$ cat config.mk
export PLATFORM = sky130hd
export DESIGN_NAME = fmul_stream
export DESIGN_NICKNAME = d
export VERILOG_FILES = /design/src/rtl/fmul_stream.sv
export SDC_FILE = /design/constraint.sdc
export NUM_CORES = 2
export LEC_CHECK = 0
export BUFFER_PORTS_ARGS = -buffer_cell sky130_fd_sc_hd__buf_2
export CAP_MARGIN = 30
export CORE_ASPECT_RATIO = 2
export CORE_MARGIN = 2
export CORE_UTILIZATION = 50
export CTS_CLUSTER_DIAMETER = 80
export DETAILED_ROUTE_END_ITERATION = 12
export PLACE_DENSITY = 0.7
export SYNTH_ARGS = -nofsm -noshare
export SYNTH_HDL_FRONTEND = slang
export SYNTH_SLANG_ARGS = --single-unit
$ cat constraint.sdc
create_clock -name clk -period 17.2 [get_ports clk]
set_input_delay 5.16 -clock clk [delete_from_list [all_inputs] [get_ports clk]]
set_output_delay 5.16 -clock clk [all_outputs]
set_load 0.005 [all_outputs]
$ cat src/rtl/fmul_stream.sv
// fmul_stream: two-stage valid/ready wrapper around a combinational IEEE-754 FP32 multiplier.
// Define FMUL_STREAM_FLAGS_EN to enable exception classification, out_flags and sticky_flags.
module fmul_stream #(
   parameter int CNT_W = 16
) (
   input  logic             clk,
   input  logic             rst_n,
   input  logic             in_valid,
   output logic             in_ready,
   input  logic [31:0]      in_a,
   input  logic [31:0]      in_b,
   output logic             out_valid,
   input  logic             out_ready,
   output logic [31:0]      out_data,
   output logic [3:0]       out_flags,
   output logic [3:0]       sticky_flags,
   input  logic             clr_flags,
   output logic [CNT_W-1:0] result_cnt
);

   // Round-to-nearest-even product with subnormal support; every NaN result is 0x7FC00000.
   function automatic logic [31:0] fmul(input logic [31:0] a, input logic [31:0] b);
      logic               s;
      logic               a_nan, b_nan, a_inf, b_inf, a_zero, b_zero;
      logic [7:0]         ea, eb;
      logic [23:0]        ma, mb;
      logic [47:0]        prod, norm;
      logic [5:0]         lz, sh;
      logic signed [10:0] e_sum;
      logic [95:0]        wide;
      logic [23:0]        sig;
      logic               g, st, inc;
      logic [30:0]        base_val, mag;
      s      = a[31] ^ b[31];
      a_nan  = (a[30:23] == 8'hFF) && (a[22:0] != 23'd0);
      b_nan  = (b[30:23] == 8'hFF) && (b[22:0] != 23'd0);
      a_inf  = (a[30:23] == 8'hFF) && (a[22:0] == 23'd0);
      b_inf  = (b[30:23] == 8'hFF) && (b[22:0] == 23'd0);
      a_zero = (a[30:0] == 31'd0);
      b_zero = (b[30:0] == 31'd0);
      ea     = (a[30:23] == 8'd0) ? 8'd1 : a[30:23];
      eb     = (b[30:23] == 8'd0) ? 8'd1 : b[30:23];
      ma     = {a[30:23] != 8'd0, a[22:0]};
      mb     = {b[30:23] != 8'd0, b[22:0]};
      prod   = 48'(ma) * 48'(mb);
      lz     = 6'd0;
      for (int i = 0; i < 48; i++) begin
         if (prod[i]) lz = 6'(47 - i);
      end
      norm  = prod << lz;
      e_sum = 11'(ea) + 11'(eb) - 11'(lz) - 11'd126;
      // Results below the normal range are denormalised before rounding so the
      // rounding carry can still promote them into the smallest normal.
      if (e_sum < 11'sd1) begin
         sh       = (e_sum < -11'sd48) ? 6'd50 : 6'(11'sd1 - e_sum);
         base_val = 31'd0;
      end else begin
         sh       = 6'd0;
         base_val = {e_sum[7:0] - 8'd1, 23'd0};
      end
      wide = {norm, 48'd0} >> sh;
      sig  = wide[95:72];
      g    = wide[71];
      st   = |wide[70:0];
      inc  = g & (st | sig[0]);
      mag  = base_val + {7'd0, sig} + {30'd0, inc};
      if (a_nan | b_nan | (a_inf & b_zero) | (a_zero & b_inf)) return 32'h7FC0_0000;
      else if (a_inf | b_inf) return {s, 8'hFF, 23'd0};
      else if (a_zero | b_zero) return {s, 31'd0};
      else if (e_sum > 11'sd254) return {s, 8'hFF, 23'd0};
      else return {s, mag};
   endfunction

   logic [31:0]      a_q, a_d, b_q, b_d, res_q, res_d, prod;
   logic             v1_q, v1_d, v2_q, v2_d;
   logic [CNT_W-1:0] cnt_q, cnt_d;
   logic             adv1, adv2, accept;

   always_comb begin
      adv2     = v2_q & out_ready;
      adv1     = v1_q & (~v2_q | out_ready);
      in_ready = ~v1_q | ~v2_q | out_ready;
      accept   = in_valid & in_ready;
      prod     = fmul(a_q, b_q);
      a_d      = accept ? in_a : a_q;
      b_d      = accept ? in_b : b_q;
      v1_d     = accept | (v1_q & ~adv1);
      v2_d     = adv1 | (v2_q & ~adv2);
      res_d    = adv1 ? prod : res_q;
      cnt_d    = adv2 ? cnt_q + CNT_W'(1) : cnt_q;
   end

   always_ff @(posedge clk or negedge rst_n) begin
      if (!rst_n) begin
         a_q   <= '0;
         b_q   <= '0;
         v1_q  <= 1'b0;
         res_q <= '0;
         v2_q  <= 1'b0;
         cnt_q <= '0;
      end else begin
         a_q   <= a_d;
         b_q   <= b_d;
         v1_q  <= v1_d;
         res_q <= res_d;
         v2_q  <= v2_d;
         cnt_q <= cnt_d;
      end
   end

   assign out_valid  = v2_q;
   assign out_data   = res_q;
   assign result_cnt = cnt_q;

`ifdef FMUL_STREAM_FLAGS_EN
   logic [3:0] flg_q, flg_d, sticky_q, sticky_d;
   logic       nan_in, a_inf, b_inf, a_zero, b_zero, invalid, is_inf, is_zero;

   always_comb begin
      nan_in  = ((a_q[30:23] == 8'hFF) && (a_q[22:0] != 23'd0)) ||
                ((b_q[30:23] == 8'hFF) && (b_q[22:0] != 23'd0));
      a_inf   = (a_q[30:23] == 8'hFF) && (a_q[22:0] == 23'd0);
      b_inf   = (b_q[30:23] == 8'hFF) && (b_q[22:0] == 23'd0);
      a_zero  = (a_q[30:0] == 31'd0);
      b_zero  = (b_q[30:0] == 31'd0);
      invalid = ~nan_in & ((a_inf & b_zero) | (a_zero & b_inf));
      is_inf  = (prod[30:23] == 8'hFF) && (prod[22:0] == 23'd0);
      is_zero = (prod[30:0] == 31'd0);
      flg_d   = adv1 ? {invalid, nan_in, is_inf, is_zero} : flg_q;
      // A clear wipes history only; a result handed off in the same cycle still lands.
      sticky_d = clr_flags ? 4'd0 : sticky_q;
      if (adv2) sticky_d = sticky_d | flg_q;
   end

   always_ff @(posedge clk or negedge rst_n) begin
      if (!rst_n) begin
         flg_q    <= '0;
         sticky_q <= '0;
      end else begin
         flg_q    <= flg_d;
         sticky_q <= sticky_d;
      end
   end

   assign out_flags    = flg_q;
   assign sticky_flags = sticky_q;
`else
   logic flags_unused;
   assign flags_unused = clr_flags;
   assign out_flags    = 4'd0;
   assign sticky_flags = 4'd0;
`endif

endmodule
==> flow_summary_export.csv <==
group,metric,value,unit
drt,num_vias,32880,
worst_setup_path,end_kind,"register",
global_routing,grt_usage,35.43,%
global_routing,grtUsageMet3,6.067,%
timing,timing.hold.ws,0.4656,ns
synth,ys_seq_area_share,8.181,%
clock_network,h-tree-depth,4,
synth,synth_ff_type,"dfrtp_1",
global_routing,grt_use_met1,43.45,%
drt,wl,125700,um
worst_setup_path,cp_max_fo,23,
layout,nFillCells,6495,
timing,slew_viol_final,0,
global_routing,grt_pass1_vias,33810,
placed_design,hpwl,97810,um
synth,synthCells,4233,
worst_setup_path,max_stage_delay,0.67,ns
placed_design,gp_congestion,1.063,
drt,drt_iter0_drc,3176,
synth,synth_area_per_cell,8.238,sq um
global_routing,grt_pass1_wl,195600,um
drt,drtPass1Iterations,6,
floorplanning,start_util,50.23,%
run,drv_cap,0,
floorplanning,fp.dieH,377.5,um
synth,synthArstFlopShare,100.0,%
hold_path,hold_class,"register to register",
worst_setup_path,worstPathRequired,17.63,ns
clock_network,cts_tree,"built",
floorplanning,core_area,69420,sq um
drt,drc_errors,0,
layout,synthToLayoutAreaGrowth,7.574,%
timing,hold_viol,0,
layout,final_nets,4996,
timing,finalSetupViolCount,0,
worst_setup_path,critPathSlowestCell,"o311a_1",
synth,synth.distinct_cells,116,
layout,mostFrequentLayoutCell,"inv_1",
timing,timing.final.ws_setup,0.8190,ns
global_routing,overflow,0,
hold_path,min_from,"out_data[1]",
global_routing,met2_usage,58.83,%
synth,synth-edff-count,0,
synth,synth_top_area_cell,"fa_1",
placed_design,portBuffers,117,
synth,netlist_area,34870,sq um
worst_setup_path,crit_arrival,16.82,ns
worst_setup_path,criticalPathCategory,"register to register",
drt,via_per_inst,6.364,
outcome,status,"complete, no violations",
timing,max_freq,0.06105,GHz
worst_setup_path,cp-start-kind,"register",
global_routing,antenna_found_initial,4,
floorplanning,die_area,72000,sq um
drt,drtAntennaViolNets,0,
global_routing,grt_max_degree,61,
timing,tightestPinTransition,1.137,ns
clock_network,cts_setup_buffers,0,
clock_network,clock_latency,0.50,ns
timing,grt_setup_unrepaired,"false",
clock_network,clock-root-buffer,"clkbuf_16",
worst_setup_path,crit_top_cell,"fa_1",
floorplanning,placementRows,137,
layout,layout_common_cells,"585 x inv_1, 534 x and2_1, 488 x fa_1, 281 x nand2_1, 197 x nor2_1",
global_routing,grt_busiest_layer,"met2",
floorplanning,io_pins,127,
floorplanning,dieWidth,190.7,um
synth,synth.top_cell.area_share,28.01,%
synth,synthTopCellsByArea,"fa_1 28%, and2_1 9.6%, dfrtp_1 8.2%, ha_1 6.9%, inv_1 6.3%",
clock_network,path_clk_slew,0.09,ns
timing,slew_headroom,24.02,%
placed_design,dp_slack,1.104,ns
timing,fin_crit_sh,95.24,%
drt,detail_route.wl_per_cell,24.34,um
clock_network,cts_sinks,114,
synth,yosysWarnings,0,
timing,fin_tns_setup,0,ns
clock_network,cts_inserted_buffers,17,
timing,layout_min_cycle_time,16.38,ns
clock_network,cts.path.max_buffers,2,
synth,ys_ff_latch,114,
worst_setup_path,setup.worst_path.start,"b_q[25]",
timing,skew,0.03076,ns
layout,drive_gt1_share,10.61,%
worst_setup_path,timing.rr.start,"b_q[25]",
==> kinds of logic (layout without fill, tap and decap cells) <==
family,after synthesis,in the layout,share of synthesized area (%)
adder cells (fa/ha/maj),680,680,34.90
XOR/XNOR,104,104,2.677
multiplexers,114,114,3.620
buffers and inverters,846,866,9.781
other,1,11,0.01075
flip-flops,114,114,8.181
AND/OR/NAND/NOR,1496,1496,23.02
AO/OA/AOI/OAI,878,878,17.80
==> cell type report <==
cell class                 instances  area [sq um]  share of cell area [%]
sequential                       114          2855                   7.611
clock inverter                    15         163.9                  0.4369
clock buffer                      17         425.4                   1.134
timing repair buffer             244          2011                   5.360
antenna                            3         7.507                 0.02001
multi-input combinational       3280         28710                   76.52
tap                              903          1130                   3.012
inverter                         590          2215                   5.904
==> cell usage after synthesis, drive strengths merged (38+ instances only) <==
cell type / n
a21oi: 178
nand4: 45
and2: 536
o21ai: 181
inv: 589
o211ai: 57
nand3: 146
mux2i: 38
fa: 488
clkbuf: 177
a211oi: 65
nor4: 48
xnor2: 67
dfrtp: 114
nand2: 289
nor2: 204
mux2: 74
nor3: 114
buf: 79
ha: 192
==> stage by stage <==
stage	util [%]	std cells	cell area [sq um]
after floorplan	-	4240	34900
after global placement	52.24	5105	36270
after detailed placement	52.86	5123	36690
after CTS	53.70	5155	37280
after global routing	54.03	5165	37510
final	54.04	5166	37510
==> critical path: cells and delay by family (launching register included) <==
family          cells  cell delay [ns]
fa+ha+maj          12             4.86
xor+xnor            2             0.83
simple gates       18             4.12
mux                 1             0.55
buf+inv             9             1.23
compound gates     12             4.29
flops               1             0.45
==> registers in the layout, indices dropped and copies added, names as in the netlist <==
name	cells
out_data	32
b_q	32
a_q	32
v1_q	1
out_valid	1
result_cnt	16
==> final timing paths <==
kind | endpoint | slack [ns] | depth (start not counted)
min in group asynchronous | out_data[3] | 4.63 | 1
hold reg to reg | out_data[1] | 0.47 | 2
setup reg to reg | out_data[26] | 0.82 | 54
max in group asynchronous | a_q[15] | 11.19 | 2
setup / recovery | out_data[26] | 0.82 | 54
hold / removal | out_data[1] | 0.47 | 2
==> timing repair <==
action                     CTS  global route
setup endpoints to repair    0             1
gates resized for setup      0             2
hold buffers                 0             0
==> per-layer routing <==
| layer | up-vias | share of wire [%] |
|---|---|---|
| li1 | 14350 | - |
| met1 | 16390 | 38 |
| met2 | 1723 | 48 |
| met3 | 407 | 8.2 |
| met4 | 2 | 5.8 |
| met5 | - | 0.029 |
Power is left out: the tool's default activity adds up to more than one toggle a clock period on the data nets, which glitch-free logic cannot reach.
